**src/rtl/gl_fetch.sv**
```systemverilog
// GL command fetch: walks instruction memory and presents opcode/type/imm to the decoder.
// Define GL_FETCH_TRACE_EN to add the retired_count / last_pc trace outputs.
module gl_fetch #(
    parameter int unsigned ADDR_W   = 10,
    parameter int unsigned MIN_HOLD = 2,
    parameter logic [7:0]  NOP_OP   = 8'h00,
    parameter logic [7:0]  HALT_OP  = 8'hFF
) (
    input  logic              clk,
    input  logic              rst_n,
    input  logic              start,
    input  logic [ADDR_W-1:0] start_addr,
    output logic [ADDR_W-1:0] imem_addr,
    output logic              imem_en,
    input  logic [31:0]       imem_data,
    output logic [7:0]        opcode,
    output logic              cmd_type,
    output logic [22:0]       imm,
    input  logic              stall,
    output logic              busy,
    output logic              done
`ifdef GL_FETCH_TRACE_EN
    ,
    output logic [31:0]       retired_count,
    output logic [ADDR_W-1:0] last_pc
`endif
);

    typedef enum logic [1:0] {S_IDLE, S_WAIT, S_PRESENT, S_BUBBLE} state_t;

    localparam logic [3:0] HOLD_INIT = 4'(MIN_HOLD - 1);

    state_t     state;
    logic [3:0] hold_cnt;

    always_ff @(posedge clk or negedge rst_n) begin
        if (!rst_n) begin
            state     <= S_IDLE;
            opcode    <= NOP_OP;
            cmd_type  <= 1'b0;
            imm       <= '0;
            imem_addr <= '0;
            imem_en   <= 1'b0;
            busy      <= 1'b0;
            done      <= 1'b0;
            hold_cnt  <= '0;
        end else begin
            done <= 1'b0;
            unique case (state)
                S_IDLE: begin
                    if (start) begin
                        imem_addr <= start_addr;
                        imem_en   <= 1'b1;
                        busy      <= 1'b1;
                        state     <= S_WAIT;
                    end
                end
                // Bubble doubles as the read-latency cycle for the prefetched word.
                S_WAIT, S_BUBBLE: begin
                    opcode    <= imem_data[31:24];
                    cmd_type  <= imem_data[23];
                    imm       <= imem_data[22:0];
                    hold_cnt  <= HOLD_INIT;
                    imem_en   <= 1'b0;
                    imem_addr <= imem_addr + 1'b1;
                    state     <= S_PRESENT;
                end
                S_PRESENT: begin
                    if (hold_cnt != '0) begin
                        hold_cnt <= hold_cnt - 1'b1;
                    end else if (!stall) begin
                        opcode   <= NOP_OP;
                        cmd_type <= 1'b0;
                        imm      <= '0;
                        if (opcode == HALT_OP) begin
                            done  <= 1'b1;
                            busy  <= 1'b0;
                            state <= S_IDLE;
                        end else begin
                            imem_en <= 1'b1;
                            state   <= S_BUBBLE;
                        end
                    end
                end
                default: state <= S_IDLE;
            endcase
        end
    end

`ifdef GL_FETCH_TRACE_EN
    logic retire_cmd;

    assign retire_cmd = (state == S_PRESENT) && (hold_cnt == '0) && !stall
                        && (opcode != HALT_OP);

    // imem_addr already points one past the presented word.
    always_ff @(posedge clk or negedge rst_n) begin
        if (!rst_n) begin
            retired_count <= '0;
            last_pc       <= '0;
        end else if (state == S_IDLE && start) begin
            retired_count <= '0;
        end else if (retire_cmd) begin
            last_pc <= imem_addr - 1'b1;
            if (retired_count != '1) begin
                retired_count <= retired_count + 1'b1;
            end
        end
    end
`endif

endmodule

```
**config.mk**
```make
export PLATFORM = sky130hd
export DESIGN_NAME = gl_fetch
export DESIGN_NICKNAME = d
export VERILOG_FILES = /design/src/rtl/gl_fetch.sv
export SDC_FILE = /design/constraint.sdc
export NUM_CORES = 1
export LEC_CHECK = 0
export ABC_CLOCK_PERIOD_IN_PS = 3080
export CORE_MARGIN = 2
export CORE_UTILIZATION = 35
export CTS_CLUSTER_SIZE = 10
export DETAILED_ROUTE_END_ITERATION = 16
export GPL_ROUTABILITY_DRIVEN = 0
export PLACE_DENSITY = 0.76
export SETUP_SLACK_MARGIN = 0.15
export SKIP_CTS_REPAIR_TIMING = 1
export SLEW_MARGIN = 15
export SYNTH_ARGS = -nofsm -noshare
export SYNTH_HDL_FRONTEND = slang
export SYNTH_SLANG_ARGS = --single-unit
```
**constraint.sdc**
```tcl
create_clock -name clk -period 3.08 [get_ports clk]
set_input_delay 0.616 -clock clk [delete_from_list [all_inputs] [get_ports clk]]
set_output_delay 0.616 -clock clk [all_outputs]
set_load 0.03 [all_outputs]
```
; After elaboration in Yosys (flattened, before gate mapping)
; Index checks and enable logic that the tools add are counted.
[totals]
register_bits = 51
latch_bits = 0
mem_bits_rw = 0
romBits = 0
n_memories = 0
[op_classes]
add_sub_neg = 2
multipliers = 0
div = 0
magnitude_cmp = 0
eq_ne = 10
shift = 0
n_mux = 31
bitwise = 0
n_reduce_logical = 12
[op_table]
columns = cell, count
row1 = $mux 23, 2
row2 = $pmux 23 s2, 1
row3 = $pmux 10 s2, 1
row4 = $mux 8, 2
row5 = $pmux 8 s2, 1
row6 = $mux 1, 13
row7 = $ne 2x2->1 const B, 6
row8 = $add 10x1->10 const B, 1
row9 = $mux 10, 1
row10 = $eq 8x8->1 const B, 1
row11 = $mux 2, 4
row12 = $pmux 4 s2, 1
row13 = $pmux 2 s3, 1
row14 = $reduce_and 3->1, 2
row15 = $reduce_bool 2->1, 3
row16 = $reduce_and 5->1, 1
row17 = $eq 2x2->1 const B, 2
row18 = $mux 4, 1
row19 = $pmux 1 s2, 2
row20 = $reduce_and 2->1, 2
row21 = $reduce_and 4->1, 1
row22 = $reduce_bool 4->1, 1
row23 = $sub 4x1->4 const B, 1
row24 = $pmux 1 s3, 1
row25 = 3 further kinds, 3

; Logic depth before layout (Yosys ltp)
; Gate-level depths: netlist (run 1).
[depth]
word_depth = 5
mapped_depth = 6
mapped_depth_nobuf = 5

; Worst setup path before layout (run 1)
; No wires, ideal clock.
[synth_path]
kind = register to register
startpoint = reg hold_cnt[0]
endpoint = reg imm[10]
arrival_time_ns = 1.446
required_time_ns = 2.960
slack_ns = 1.514
path_stages_with_launch = 7
n_path_buf = 1
period_less_slack_ns = 1.566
cell_sequence = dfrtp_1 > inv_1 > ha_1 > nor4b_4 > nand2_4 > buf_6 > a31o_1
[synth_between]
elab_chain_cells = 3
[synth_rtl]
columns = item, line
row1 = start: declaration, 34  ; logic [3:0] hold_cnt;
row2 = start signal: assignment, 70  ; hold_cnt <= hold_cnt - 1'b1;
row3 = $reduce_bool 4->1, 69  ; if (hold_cnt != '0) begin
row4 = $ne 2x2->1 (no source line), --
row5 = $reduce_and 3->1 (no source line), --
row6 = end signal: assignment, 62  ; imm <= imem_data[22:0];
row7 = end: declaration, 18  ; output logic [22:0] imm,
; Every way passes these cells.
; A chain may end at the register's enable or synchronous reset.

; Worst setup path in the final report (run 1)
[layout_path]
startpoint = reg imem_addr[3]
endpoint = out imem_addr[3]
[layout_rtl]
columns = item, line
row1 = start: declaration, 13  ; output logic [ADDR_W-1:0] imem_addr,
row2 = start signal: assignment, 52  ; imem_addr <= start_addr;
row3 = start signal: assignment, 65  ; imem_addr <= imem_addr + 1'b1;
; No word-level cell between the ends.

==> results of run 1 <==
-- cells in the final DEF, fill, tap and decap left out, types with 3 or more instances in the layout --
cell type	instances
buf_4	3
inv_1	5
clkdlybuf4s50_1	89
o21ai_0	7
and3b_1	3
nand3_1	4
a311oi_1	3
a31o_1	29
and2_1	31
nor2_1	10
nand2_1	8
mux2i_1	4
or3_1	3
a21oi_1	4
nand4_1	3
clkbuf_8	7
dfrtp_1	51
a211oi_1	5
a31oi_1	4
-- sequential cells by signal (all words and copies together), names as in the netlist --
name	flops
imem_addr	10
busy	1
hold_cnt	4
cmd_type	1
opcode	8
state	2
imm	23
imem_en	1
done	1
-- cell type report --
class	instances	share of cell area, %
sequential	51	36.5
multi-input combinational	150	30.4
clock buffer	8	2.86
tap	96	3.43
timing repair buffer	93	26.3
inverter	5	0.536
-- power by group through the flow --
| stage | combinational (mW) | sequential, mW | clock, mW |
|---|---|---|---|
| 6_report | 1.76 | 1.25 | 0.415 |
| 5_1_grt | 1.89 | 1.29 | 0.458 |
| 4_1_cts | 1.78 | 1.25 | 0.429 |
| 3_5_place_dp | 1.78 | 1.25 | 0 |
| 3_3_place_gp | 1.74 | 1.25 | 0 |
| 2_1_floorplan | 0.592 | 1.70 | 0 |
-- stage by stage --
step,cells,hold slack (ps)
2_1_floorplan,220,320
3_3_place_gp,395,496
3_5_place_dp,395,498
4_1_cts,403,449
5_1_grt,403,468
6_report,403,427
-- routing by layer --
metal / vias up / GRT usage, %
met5: - / 0
met3: 9 / 4.24
li1: 978 / -
met4: 0 / 5.03
met1: 975 / 20.1
met2: 77 / 28.1
-- worst max path at each step --
stage                       startpoint           end  cells after the start
after global routing      imem_addr[3]  imem_addr[3]                      1
after floorplan            hold_cnt[0]       imm[10]                      6
final                     imem_addr[3]  imem_addr[3]                      1
after detailed placement         stall       imm[19]                      4
after CTS                 imem_addr[3]  imem_addr[3]                      1
after global placement           stall       imm[19]                      4
-- kinds of logic after synthesis --
kind of cell / count (synthesis) / synth area share, %
xor gates and xnor gates: 1 / 0.358
DFF: 51 / 52.1
AOI/OAI and AO/OA: 61 / 19.3
and+or+nand+nor: 82 / 21.2
adders and majority gates: 2 / 1.02
muxes: 4 / 1.64
buffers and inverters: 19 / 4.35
==> out/summary.txt, run 1 <==
crit-path cells = clkdlybuf4s50_1
synthesized cell area = 2450 um^2
die area = 7680 um^2
worst slew pin tran = 872 ps
critical path's largest stage delay = 720 ps
worst endpoint data arrival time = 1520 ps
Overall Power = 3.43 mW
die width = 87.6 um
Clock Tree Buf Depth = 2
drt drc = 0
prevailing post-synth register cell = dfrtp_1
ys async rst share = 100%
combined area of the multi-input logic cells = 1060 um^2
CP Launch Type = register
routed wl met3 = 428 um
CP endpoint kind = primary output
Worst Reg-to-Reg Cells = 3
achievable frequency = 468 MHz
Internal = 1.99 mW
WP buf/inv = 1
Root Buffer = clkbuf_8
Util after Layout = 51.5%
area leader, netlist = dfrtp_1
worst r2r dst = opcode[7]
Setup Skew = 5.68 ps
met2 WL = 2980 um
DR top layer = met4
pre-CTS WS = 847 ps
vias per cell = 5.06
input/output buffers = 90
GR Overflow Total = 0
Max-slew headroom = 41.8%
Cell variety after synth = 45
Antenna diodes = 0
EDFF count, synth = 0
worst min path class = input port to async pin
NetSw = 1.44 mW
switch share = 42.0%
global-route wire length before repair = 9970 um
outcome = finished, final reports clean
Num Clock Sinks = 51
final slew viol count = 0
Reg area = 1280 um^2
Final period util = 69.3%
core footprint = 6790 um^2
post-synth top area share = 52.1%
post-synth net total = 268
Post-DRT Antenna Nets = 0
largest net degree at the start of global routing = 52
Post-DP HPWL = 4220 um
I/O pin count = 91
post-synthesis register bit count = 51
CTS tree = built
Synth warnings = 0
top-count cell post-synth = dfrtp_1
Lkg Pwr = 1.46 nW
starting density of the core = 36.0%
most instantiated cells after synthesis = dfrtp_1 (51), and2_1 (31), a31o_1 (29), nor2_1 (10), nand2_1 (8)
via count = 2,039
clk_lat worst skew = 300 ps
Worst R2R Setup Slack = 1050 ps
post-synthesis sequential area ratio = 52.1%
initial DRC count = 121
# fillers = 621
final worst slack = 945 ps
Cells after Synth = 220
DRT met1 WL = 2580 um
Gate power share = 51.5%
clock power share = 12.1%
Required @ worst endpoint = 2460 ps
Nets = 354
PD cells = 980 nW/um^2
crit path kind = register to primary output
synth top area cells = dfrtp_1 (52%), a31o_1 (10%), and2_1 (7.9%), mux2i_1 (1.6%), a211oi_1 (1.5%)
gr usage total = 16.3%
VDD IR max = 437 uV
routed length per instance = 15.1 um
TritonCTS buffer count = 5
Crit path max-delay family = buffers and inverters
DRT Pass-1 Iters = 4
htree depth = 2
clock-pin slew of the registers on the worst-case setup and hold paths = 80 ps
Placed Instance Area = 3400 um^2
sequential share of power = 36.4%
Tmin final = 2130 ps
Die Span Y = 87.6 um
crit-path max FO = 10
FP Rows = 30
slowest CP cell = clkdlybuf4s50_1
Mean Syn Cell Area = 11.1 um^2
Area Growth Syn to Fin = 42.9%
RSZ-0062 raised after global routing = no
initial antenna violation count = 0
Final Hold Violating Endpoints = 0
vias in the first global route = 2,130
RR Startpoint = state[0]
setup TNS = 0 ps
setup violators final = 0
share of post-route cells with drive strength above 1 = 5.86%
final WL = 6070 um
max_cap viols = 0
fin area = 3500 um^2
Note: power is estimated with default switching activity, not from simulation.
==> inputs of run 2 (changes only) <==
- ABC_CLOCK_PERIOD_IN_PS: 3080 -> 2000
- clock period: 3.08 -> 2 ns (I/O delays scaled with it)
==> out/summary.txt, run 2 (same netlist as run 1, synthesis figures left out) <==
dpl cells = 398
share of post-route cells with drive strength above 1 = 6.75%
Worst Reg-to-Reg Cells = 6
worst r2r dst = imm[18]
commonest non-fill, non-tap cell in the layout = clkdlybuf4s50_1
Util after Layout = 52.3%
Nets = 358
Non-Filler Instances = 407
critical path's largest stage delay = 690 ps
VDD IR max = 746 uV
Post-DRT Antenna Nets = 0
Worst R2R Setup Slack = 300 ps
final WL = 6300 um
final worst slack = 216 ps
Reg area = 1280 um^2
via count = 2,094
die area = 7680 um^2
worst min path class = input port to async pin
global-route wire length before repair = 10,000 um
input/output buffers = 90
setup TNS = 0 ps
Crit path max-delay family = buffers and inverters
Lkg Pwr = 1.55 nW
crit path capture = imem_addr[9]
combined area of the multi-input logic cells = 1070 um^2
Max-slew headroom = 59.6%
CP Launch Type = register
WP buf/inv = 1
Die Span Y = 87.6 um
final slew viol count = 0
Antenna diodes = 0
Tmin final = 1780 ps
Reg with most FFs = imm
initial antenna violation count = 0
CP endpoint kind = primary output
FP Rows = 30
initial DRC count = 139
DRT Pass-1 Iters = 4
die width = 87.6 um
Final period util = 89.2%
htree depth = 2
Root Buffer = clkbuf_8
PD cells = 1480 nW/um^2
Area Growth Syn to Fin = 45.2%
vias per cell = 5.14
RSZ-0062 raised after global routing = no
crit-path max FO = 4
gr usage total = 16.6%
Post-DP HPWL = 4420 um
worst endpoint data arrival time = 1380 ps
Setup crit start = imem_addr[9]
max_cap viols = 0
Clock Tree Buf Depth = 2
outcome = finished, final reports clean
worst slew pin tran = 605 ps
setup violators final = 0
# fillers = 612
drt drc = 0
starting density of the core = 36.0%
largest net degree at the start of global routing = 33
slowest CP cell = clkdlybuf4s50_1
routed length per instance = 15.5 um
crit path kind = register to primary output
TritonCTS buffer count = 5
pre-CTS WS = 76.4 ps
Required @ worst endpoint = 1600 ps
max FFs per register = 23
RR Startpoint = hold_cnt[0]
achievable frequency = 560 MHz
Final Hold Violating Endpoints = 0
crit-path cells = clkdlybuf4s50_1
most frequent cells in the layout = clkdlybuf4s50_1 (80), dfrtp_1 (51), and2_1 (31)
CTS tree = built
biggest regs = imm x23, imem_addr x10, opcode x8
clk_lat worst skew = 300 ps
I/O pin count = 91
vias in the first global route = 1,950
Num Clock Sinks = 51
GR Overflow Total = 0
clock-pin slew of the registers on the worst-case setup and hold paths = 90 ps
core footprint = 6790 um^2
Crit path depth = 1
Setup Skew = 4.40 ps
[run 2: cell count changes in the layout (fill, tap and decap cells not counted)]
cell	previous run	this run
nand2_4	1	0
buf_4	3	6
clkbuf_8	7	5
buf_12	0	1
nand2_8	0	1
clkbuf_1	1	2
dlymetal6s2s_1	0	9
clkinv_2	0	1
clkdlybuf4s50_1	89	80
[run 2: how the worst min path moves through the flow]
| stage | to | from | cells past startpoint | slack, ps |
|---|---|---|---|---|
| 2_1_floorplan | busy | rst_n | 0 | 100 |
| 3_3_place_gp | imm[21] | rst_n | 1 | 420 |
| 3_5_place_dp | imm[21] | rst_n | 1 | 440 |
| 4_1_cts | imm[9] | rst_n | 1 | 110 |
| 5_1_grt | imm[19] | rst_n | 1 | 130 |
| 6_report | imm[19] | rst_n | 1 | 90 |
[run 2: power by group]
| part | switching (mW) | leakage (nW) | internal (mW) |
|---|---|---|---|
| logic | 1.50 | 0.872 | 1.28 |
| clock network | 0.329 | 0.0422 | 0.246 |
| registers | 0.409 | 0.638 | 1.48 |
| total | 2.24 | 1.55 | 3.01 |
[run 2: metrics by stage]
| step | hold WS, ps | power, mW | cell area, um^2 |
|---|---|---|---|
| 5_1_grt | 131 | 5.58 | 3550 |
| 3_5_place_dp | 436 | 4.70 | 3430 |
| 2_1_floorplan | 104 | 3.54 | 2450 |
| 3_3_place_gp | 425 | 4.62 | 3430 |
| 6_report | 94.2 | 5.25 | 3550 |
| 4_1_cts | 109 | 5.30 | 3510 |
[run 2: metal layers]
metal  global-route usage [%]  routed length, um  vias up
li1                         -                  -      992
met5                        0                  0        -
met4                     3.64                 40        0
met2                     26.8               3010       80
met3                     4.43                448        4
met1                     22.5               2800     1018
[run 2: layout make-up]
cell class / count / area share [%]
multi-input cells: 150 / 30.2
flip-flops and latches: 51 / 35.9
clock buffers: 7 / 2.15
well taps: 96 / 3.38
repair buffers: 97 / 27.7
inverters: 5 / 0.528
clock inverters: 1 / 0.141
[run 2: worst register-to-register path, cell delays in order, from the launching register on]
cell     delay [ps]
dfrtp_1         400
inv_1           100
ha_1            240
nor4b_4         210
buf_4           170
nand2_8         140
a31o_2          340
==> inputs of run 3 (changes only) <==
- SKIP_LAST_GASP: default -> 1
==> results of run 3 <==
Final layout, timing and power as in run 2 (identical DEF).
